## src/rtl/clock_pkg.sv

```systemverilog
// Shared types and constants for the digital-clock mode/sequencing controller.
package clock_pkg;

  typedef enum logic [1:0] {
    RUN      = 2'd0,
    SET_HOUR = 2'd1,
    SET_MIN  = 2'd2,
    SET_SEC  = 2'd3
  } state_t;

  localparam int unsigned HOUR_BIT = 2;
  localparam int unsigned MIN_BIT  = 1;
  localparam int unsigned SEC_BIT  = 0;

  // Mode button cycles RUN -> SET_HOUR -> SET_MIN -> SET_SEC -> RUN.
  function automatic state_t next_mode(input state_t s);
    case (s)
      RUN:      return SET_HOUR;
      SET_HOUR: return SET_MIN;
      SET_MIN:  return SET_SEC;
      default:  return RUN;
    endcase
  endfunction

endpackage

```

## src/rtl/btn_edge.sv

```systemverilog
// Two-flop synchronizer plus rising-edge detector producing a registered 1-cycle pulse.
module btn_edge (
  input  logic clk,
  input  logic reset,
  input  logic btn,
  output logic pulse
);

  logic sync1;
  logic sync2;
  logic prev;

  // Sync/prev reset high so a button held through reset release never pulses.
  always_ff @(posedge clk or posedge reset) begin
    if (reset) begin
      sync1 <= 1'b1;
      sync2 <= 1'b1;
      prev  <= 1'b1;
      pulse <= 1'b0;
    end else begin
      sync1 <= btn;
      sync2 <= sync1;
      prev  <= sync2;
      pulse <= sync2 & ~prev;
    end
  end

endmodule

```

## src/rtl/clock_ctrl.sv

```systemverilog
// RUN/SET controller for the h/m/s counter chain: 1 Hz timebase, button pulses, counter enables.
// Optional SET-state idle timeout enabled by defining CLOCK_CTRL_TIMEOUT_EN.
module clock_ctrl
  import clock_pkg::*;
#(
  parameter int unsigned CLK_HZ    = 50_000_000,
  parameter int unsigned TIMEOUT_S = 30
) (
  input  logic       clk,
  input  logic       reset,
  input  logic       mode_btn,
  input  logic       inc_btn,
  input  logic       sec_tc,
  input  logic       min_tc,
  output logic       sec_en,
  output logic       min_en,
  output logic       hour_en,
  output logic [1:0] mode,
  output logic [2:0] blink_mask,
  output logic       tick
);

  localparam int unsigned PW = $clog2(CLK_HZ);

  state_t          state;
  state_t          state_next;
  logic [PW-1:0]   count;
  logic            blink;
  logic            half;
  logic            mode_p;
  logic            inc_p;
  logic            pre_clr;
  logic            blink_clr;
  logic            timeout;

  btn_edge u_mode_edge (
    .clk   (clk),
    .reset (reset),
    .btn   (mode_btn),
    .pulse (mode_p)
  );

  btn_edge u_inc_edge (
    .clk   (clk),
    .reset (reset),
    .btn   (inc_btn),
    .pulse (inc_p)
  );

  assign tick = (count == PW'(CLK_HZ - 1));
  assign half = (count == PW'(CLK_HZ / 2 - 1));
  assign mode = state;

`ifdef CLOCK_CTRL_TIMEOUT_EN
  localparam int unsigned IW = $clog2(TIMEOUT_S + 1);

  logic [IW-1:0] idle_cnt;

  // Idle seconds spent in a SET state; any button activity restarts the count.
  always_ff @(posedge clk or posedge reset) begin
    if (reset) begin
      idle_cnt <= '0;
    end else if (state == RUN || mode_p || inc_p || timeout) begin
      idle_cnt <= '0;
    end else if (tick) begin
      idle_cnt <= idle_cnt + IW'(1);
    end
  end

  assign timeout = (state != RUN) && tick && !mode_p && !inc_p &&
                   (idle_cnt == IW'(TIMEOUT_S - 1));
`else
  logic [31:0] timeout_unused;

  assign timeout_unused = 32'(TIMEOUT_S);
  assign timeout        = 1'b0;
`endif

  // Leaving SET back to RUN restarts the second so the first one is full length.
  assign pre_clr   = (state == SET_SEC && mode_p) || timeout;
  assign blink_clr = (state_next != state) && (state_next != RUN);

  always_ff @(posedge clk or posedge reset) begin
    if (reset) begin
      count <= '0;
    end else if (pre_clr || tick) begin
      count <= '0;
    end else begin
      count <= count + PW'(1);
    end
  end

  // Blink phase: 1 Hz square wave, restarted visible on each SET entry.
  always_ff @(posedge clk or posedge reset) begin
    if (reset) begin
      blink <= 1'b0;
    end else if (blink_clr) begin
      blink <= 1'b0;
    end else if (tick || half) begin
      blink <= ~blink;
    end
  end

  always_ff @(posedge clk or posedge reset) begin
    if (reset) begin
      state <= RUN;
    end else begin
      state <= state_next;
    end
  end

  always_comb begin
    state_next = state;
    if (mode_p) begin
      state_next = next_mode(state);
    end else if (timeout) begin
      state_next = RUN;
    end
  end

  // SET states ignore carries and drop an inc that coincides with a mode press.
  always_comb begin
    sec_en     = 1'b0;
    min_en     = 1'b0;
    hour_en    = 1'b0;
    blink_mask = 3'b000;
    case (state)
      RUN: begin
        sec_en  = tick;
        min_en  = sec_tc;
        hour_en = min_tc;
      end
      SET_HOUR: begin
        hour_en              = inc_p & ~mode_p;
        blink_mask[HOUR_BIT] = blink;
      end
      SET_MIN: begin
        min_en              = inc_p & ~mode_p;
        blink_mask[MIN_BIT] = blink;
      end
      SET_SEC: begin
        sec_en              = inc_p & ~mode_p;
        blink_mask[SEC_BIT] = blink;
      end
      default: begin
      end
    endcase
  end

endmodule

```

## config.mk

```make
export PLATFORM = sky130hd
export DESIGN_NAME = clock_ctrl
export DESIGN_NICKNAME = d
export VERILOG_FILES = /design/src/rtl/clock_pkg.sv /design/src/rtl/btn_edge.sv /design/src/rtl/clock_ctrl.sv
export SDC_FILE = /design/constraint.sdc
export NUM_CORES = 1
export LEC_CHECK = 0
export CORE_MARGIN = 4
export CORE_UTILIZATION = 30
export CTS_BUF_LIST = sky130_fd_sc_hd__clkbuf_4 sky130_fd_sc_hd__clkbuf_8
export DETAILED_ROUTE_END_ITERATION = 6
export SLEW_MARGIN = 10
export SYNTH_ARGS = -nofsm -noshare
export SYNTH_HDL_FRONTEND = slang
export SYNTH_SLANG_ARGS = --single-unit
export TNS_END_PERCENT = 10
```

## constraint.sdc

```tcl
create_clock -name clk -period 1.95 [get_ports clk]
set_clock_uncertainty 0.2 [all_clocks]
set_input_delay 0.39 -clock clk [delete_from_list [all_inputs] [get_ports clk]]
set_output_delay 0.39 -clock clk [all_outputs]
set_load 0.01 [all_outputs]
```

==> flow_summary.yaml, run 1 <==
power_and_ir_drop:
  total_power_mw: 2.43
  seqPwrFrac_pct: 37.9
  p_int_mw: 1.65
  power_switching_mw: 0.776
  p_sw_share_pct: 32.0
  ir_drop_mv: 0.743
  clkPwrFrac_pct: 22.5
  combPwrFrac_pct: 39.5
  p_per_area_nw_per_um2: 883
  total_leakage_power_nw: 1.27
route:
  drc: 0
  vias: 1633
  vias_per_cell: 4.85
  first_pass_iters: 4
  ant_nets: 0
  wl_per_cell_microns: 12.3
  postRouteWirelength_mm: 4.15
  drt-initial-drc-count: 50
die:
  die_h_microns: 88.3
  boundaryPins: 15
  die_area_sq_um: 7800
  initial_core_util_pct: 30.7
  rows: 29
  core_sq_um: 6310
  die_w_microns: 88.3
timing:
  period_share_pct: 116
  slew_headroom_pct: 75.7
  rsz0062_at_grt: "true"
  slew_violations: 0
  finalSetupTns_ns: -0.677
  setup_viol: 4
  fmax_ghz: 0.443
  hold_viol_final: 0
  fin_crit_ns: 2.26
  worst_pin_slew_ns: 0.364
  worst_slack_ns: -0.307
final_layout:
  drive_above_1_share_pct: 38.5
  postLayoutCoreUtil_pct: 43.5
  stdcell_count: 337
  final_cell_area_sq_um: 2750
  final_cell_mix: "buf_4 (50), dfrtp_1 (31), a21oi_1 (13)"
  area_growth_pct: 42.0
  nets: 270
  n_antenna_cell: 0
  final_common_cell: "buf_4"
clock_tree:
  clock_path_buffers: 2
  clk_latency_ns: 0.29
  cts_made_buffers: 5
  root_buffer: "clkbuf_8"
  clk_pin_slew_ns: 0.08
  htreeDepth: 2
  clock-sinks: 37
  hold_buffers: 0
  cts_tree: "yes"
synthesis:
  synth_compound_area_share_pct: 11.3
  synth_nets: 200
  yosys_warnings: 0
  synth_edf_count: 0
  synthXorXnorAreaFrac_pct: 4.98
  synthSimpleGateAreaFrac_pct: 28.1
  syn_inst: 189
  synth.avg_cell_area_sq_um: 10.2
  ys_seq_area_share_pct: 48.2
  synthMuxAreaShare_pct: 0.517
  synthArstFlopShare_pct: 100
  synth_cell_types: 39
  synth_ff_type: "dfrtp_1"
  synth_top_family_by_area: "simple AND/OR/NAND/NOR gates"
  ys_ff_latch: 37
  synthAdderAreaFrac_pct: 3.23
  syn-cell-area_sq_um: 1940
worst_setup_path:
  crit_slowest_cell: "dfrtp_1"
  path_delay_family: "simple AND/OR/NAND/NOR gates"
  crit_cells: 6
  path_class: "reg2out"
  worstPathCellList: "nor4_4 -> and4_1 -> buf_4 -> nand3_2 -> a21oi_2 -> buf_2"
  cp.required_ns: 1.36
  end_kind: "output port"
  cp_max_fo: 2
  r2r_setup_slack_ns: 0.01
  slowest_delay_ns: 0.41
  crit_path_start_kind: "flop"
  critPathBufInv: 2
  arrival_ns: 1.67
  worst_r2r_path_depth: 6
run_status:
  status: "finished, violations left"
  violations: "setup timing"
grt:
  overflow: 0
  grt_pass1_wl_mm: 7.10
  grtUsageTotal_pct: 11.7
  grt_max_degree: 30
  antenna_found_initial: 0
  grt_pass1_vias: 1616
placed_design:
  gp_congestion: 0.737
  placed_cell_area_sq_um: 2510
  dp_cells: 321
  dp_hpwl_mm: 2.99
  port-buffer-count: 14
job:
  drv_cap: 0
min_path:
  worstHoldPathType: "in2async"
## synth_stat cells, types with 2 or more instances
master    instances  area, sq um
or4_1             5         37.5
xnor2_1           2         17.5
nor3b_1           2         15.0
dfrtp_1          31          776
or3_1             8         50.1
clkbuf_1          2         7.51
nand2_1           9         33.8
and3_1            4         25.0
ha_1              5         62.6
nor2_1           12         45.0
dfstp_2           6          158
o31ai_1           5         37.5
xor2_1            9         78.8
a22o_1            2         17.5
o21ai_0          11         55.1
nand3_1          10         50.1
buf_6             2         22.5
and2_1            7         43.8
nand4_1           9         56.3
and4_1            6         52.6
nand4_4           2         42.5
a21oi_1          15         75.1
buf_2             3         15.0
inv_1             5         18.8
nor2b_1           3         18.8
## path summary, 6_finish.rpt
kind | startpoint | endpoint
setup / recovery | count[7] | sec_en
hold / removal | reset | u_mode_edge.pulse
setup reg to reg | count[10] | count[25]
hold reg to reg | u_inc_edge.sync1 | u_inc_edge.sync2
max in group asynchronous | reset | mode[0]
min in group clk | u_inc_edge.sync1 | u_inc_edge.sync2
## worst register-to-register path: stages, from the launching register on
cell and delay [ns]:
dfrtp_1 0.40, buf_4 0.12, buf_4 0.11, and3_4 0.21
nand4_4 0.12, or4_1 0.52, a21oi_1 0.18
## per-layer routing
layer	routed length, microns	global-route usage, %	vias to the layer above
met1	2020	14.9	773
li1	-	-	830
met4	72	4.53	0
met5	0	0	-
met2	1900	19.2	23
met3	153	2.61	7
## per-stage QoR
stage | worst slack, ns | hold WS [ns]
5_1_grt | -0.442 | 0.161
3_5_place_dp | -0.475 | 0.147
2_1_floorplan | 0.0634 | 0.145
6_report | -0.307 | 0.158
4_1_cts | -0.344 | 0.159
3_3_place_gp | -0.464 | 0.146
## power by group through the flow
stage,registers [mW],logic [mW],clock network (mW)
6_report,0.921,0.959,0.547
5_1_grt,0.935,1.07,0.598
3_5_place_dp,0.933,0.855,0
4_1_cts,0.917,0.911,0.574
3_3_place_gp,0.933,0.842,0
2_1_floorplan,0.962,0.363,0
## state kept, by name, summed over array words and instances (netlist names)
name               cells
blink                  1
mode                   2
u_mode_edge.sync2      1
u_inc_edge.prev        1
u_inc_edge.sync1       1
u_inc_edge.sync2       1
u_mode_edge.prev       1
u_inc_edge.pulse       1
u_mode_edge.sync1      1
u_mode_edge.pulse      1
count                 26
## kinds of logic (layout without fill, tap and decap cells)
kind of cell / after synthesis / count (layout)
and+or+nand+nor: 85 / 85
AOI/OAI and AO/OA: 37 / 37
muxes: 1 / 1
DFF: 37 / 37
buffers and inverters: 13 / 84
xor gates and xnor gates: 11 / 11
adders and majority gates: 5 / 5
## layout make-up
cell class                      count  area [sq um]
Timing Repair Buffer               71           584
Clock buffer                        5          68.8
Tap cell                           77          96.3
Clock inverter                      3          22.5
Inverter                            5          18.8
Fill cell                         598          3560
Multi-Input combinational cell    139          1020
Sequential cell                    37           933
## timing repair
item,4_1_cts,5_1_grt
setup buffers,6,2
endpoints found under the setup margin,11,32
gates resized for setup,39,19
pin swaps,4,4
(Power assumes the default switching activity.)
==> run 2: changes to the inputs <==
--- a/config.mk
+++ b/config.mk
@@ -9,6 +9,7 @@
 export CORE_UTILIZATION = 30
 export CTS_BUF_LIST = sky130_fd_sc_hd__clkbuf_4 sky130_fd_sc_hd__clkbuf_8
 export DETAILED_ROUTE_END_ITERATION = 6
+export SETUP_SLACK_MARGIN = 0.1
 export SLEW_MARGIN = 10
 export SYNTH_ARGS = -nofsm -noshare
 export SYNTH_HDL_FRONTEND = slang
==> run 2 against run 1 <==
  * The run still ends with setup timing left
  * Routed wire length increased by 2.2%
  * Non-clock buffer count decreased by 4
  * Clock power increased by 2%
  * Largest power group unchanged
  * Highest routed layer unchanged
==> flow_summary.yaml, run 2 (same netlist as run 1, synthesis figures left out) <==
grt:
  antenna_found_initial: 0
  grt_max_degree: 38
  overflow: 0
  grt_pass1_wl_mm: 7.25
  grt_pass1_vias: 1646
  grtUsageTotal_pct: 11.7
worst_setup_path:
  crit_cells: 6
  worstPathCellList: "nor4_4 -> and4_1 -> buf_6 -> nand3_2 -> a21oi_2 -> buf_2"
  cp.required_ns: 1.36
  arrival_ns: 1.68
  path_class: "reg2out"
  critPathBufInv: 2
  path_delay_family: "simple AND/OR/NAND/NOR gates"
  cp_max_fo: 2
  end_kind: "output port"
  crit_path_start_kind: "flop"
  crit_slowest_cell: "dfrtp_1"
  worst_r2r_path_depth: 5
  slowest_delay_ns: 0.42
job:
  drv_cap: 0
min_path:
  hold_depth: 0
  worstHoldPathType: "reg2reg"
route:
  drc: 0
  drt-initial-drc-count: 58
  ant_nets: 0
  first_pass_iters: 4
  postRouteWirelength_mm: 4.24
  vias_per_cell: 4.98
  wl_per_cell_microns: 12.7
  vias: 1660
clock_tree:
  hold_buffers: 0
  root_buffer: "clkbuf_8"
  clk_latency_ns: 0.29
  cts_tree: "yes"
  htreeDepth: 2
  cts_made_buffers: 5
  clk_pin_slew_ns: 0.08
  clock-sinks: 37
  clock_path_buffers: 2
timing:
  worst_pin_slew_ns: 0.305
  slew_violations: 0
  fmax_ghz: 0.441
  worst_slack_ns: -0.317
  period_share_pct: 116
  finalSetupTns_ns: -0.606
  setup_viol: 4
  rsz0062_at_grt: "true"
  hold_viol_final: 0
  slew_headroom_pct: 79.5
  fin_crit_ns: 2.27
final_layout:
  top_register: "count"
  multiInputGateArea_sq_um: 1020
  final_cell_mix: "buf_4 (47), dfrtp_1 (31), a21oi_1 (13)"
  nets: 266
  fillers: 605
  seq_area_sq_um: 933
  final_common_cell: "buf_4"
  n_antenna_cell: 0
  largest_reg_flops: 26
  area_growth_pct: 40.0
  drive_above_1_share_pct: 37.5
power_and_ir_drop:
  ir_drop_mv: 0.581
  total_power_mw: 2.43
  total_leakage_power_nw: 1.24
  p_per_area_nw_per_um2: 896
die:
  die_area_sq_um: 7800
  initial_core_util_pct: 30.7
  die_w_microns: 88.3
  rows: 29
  core_sq_um: 6310
  die_h_microns: 88.3
  boundaryPins: 15
placed_design:
  gp_congestion: 0.752
  pre_cts_ws_ns: -0.482
  dp_hpwl_mm: 2.96
  port-buffer-count: 14
run_status:
  status: "finished, violations left"
  violations: "setup timing"
-- run 2: what timing repair did --
| action | CTS | global route |
|---|---|---|
| gates resized for setup | 40 | 14 |
| endpoints found under the setup margin | 18 | 34 |
| endpoints found under the hold margin | 0 | 0 |
| pin swaps | 7 | 4 |
| setup buffers | 3 | 2 |
-- run 2: report_power, final --
| part | switching, mW | internal [mW] |
|---|---|---|
| Combinational | 0.430 | 0.521 |
| Sequential | 0.0538 | 0.868 |
| Clock | 0.303 | 0.254 |
-- run 2: per-layer routing --
layer	vias to the layer above	routed length (microns)	track usage (%)
met5	-	0	0
met4	0	32	3.57
met3	6	179	3.07
met2	32	1970	18.3
met1	807	2060	15.9
li1	815	-	-
-- run 2: worst paths after layout --
check                                        from                end  slack [ns]
worst max-delay path                     count[7]             sec_en       -0.32
worst min-delay path            u_mode_edge.sync1  u_mode_edge.sync2        0.16
worst max register to register           count[9]          count[22]           0
worst min register to register  u_mode_edge.sync1  u_mode_edge.sync2        0.16
max in group asynchronous                   reset    u_inc_edge.prev        1.07
min in group asynchronous                   reset           count[8]        0.24
-- run 2: area by class of cell --
class	instances	share of cell area, %
repair buffers	67	20.4
multi-input cells	139	37.6
flip-flops and latches	37	34.4
clock inverters	3	0.785
clock buffers	5	2.54
inverters	5	0.693
well taps	77	3.55
-- run 2: metrics by stage --
stage / instances / utilization (%) / hold slack, ns / instance area, sq um
after floorplan: 189 / - / 0.145 / 1940
after global routing: 333 / 42.9 / 0.162 / 2710
after detailed placement: 320 / 39.7 / 0.147 / 2510
after CTS: 331 / 42.2 / 0.159 / 2670
final: 333 / 42.9 / 0.159 / 2710
after global placement: 320 / 39.7 / 0.146 / 2510
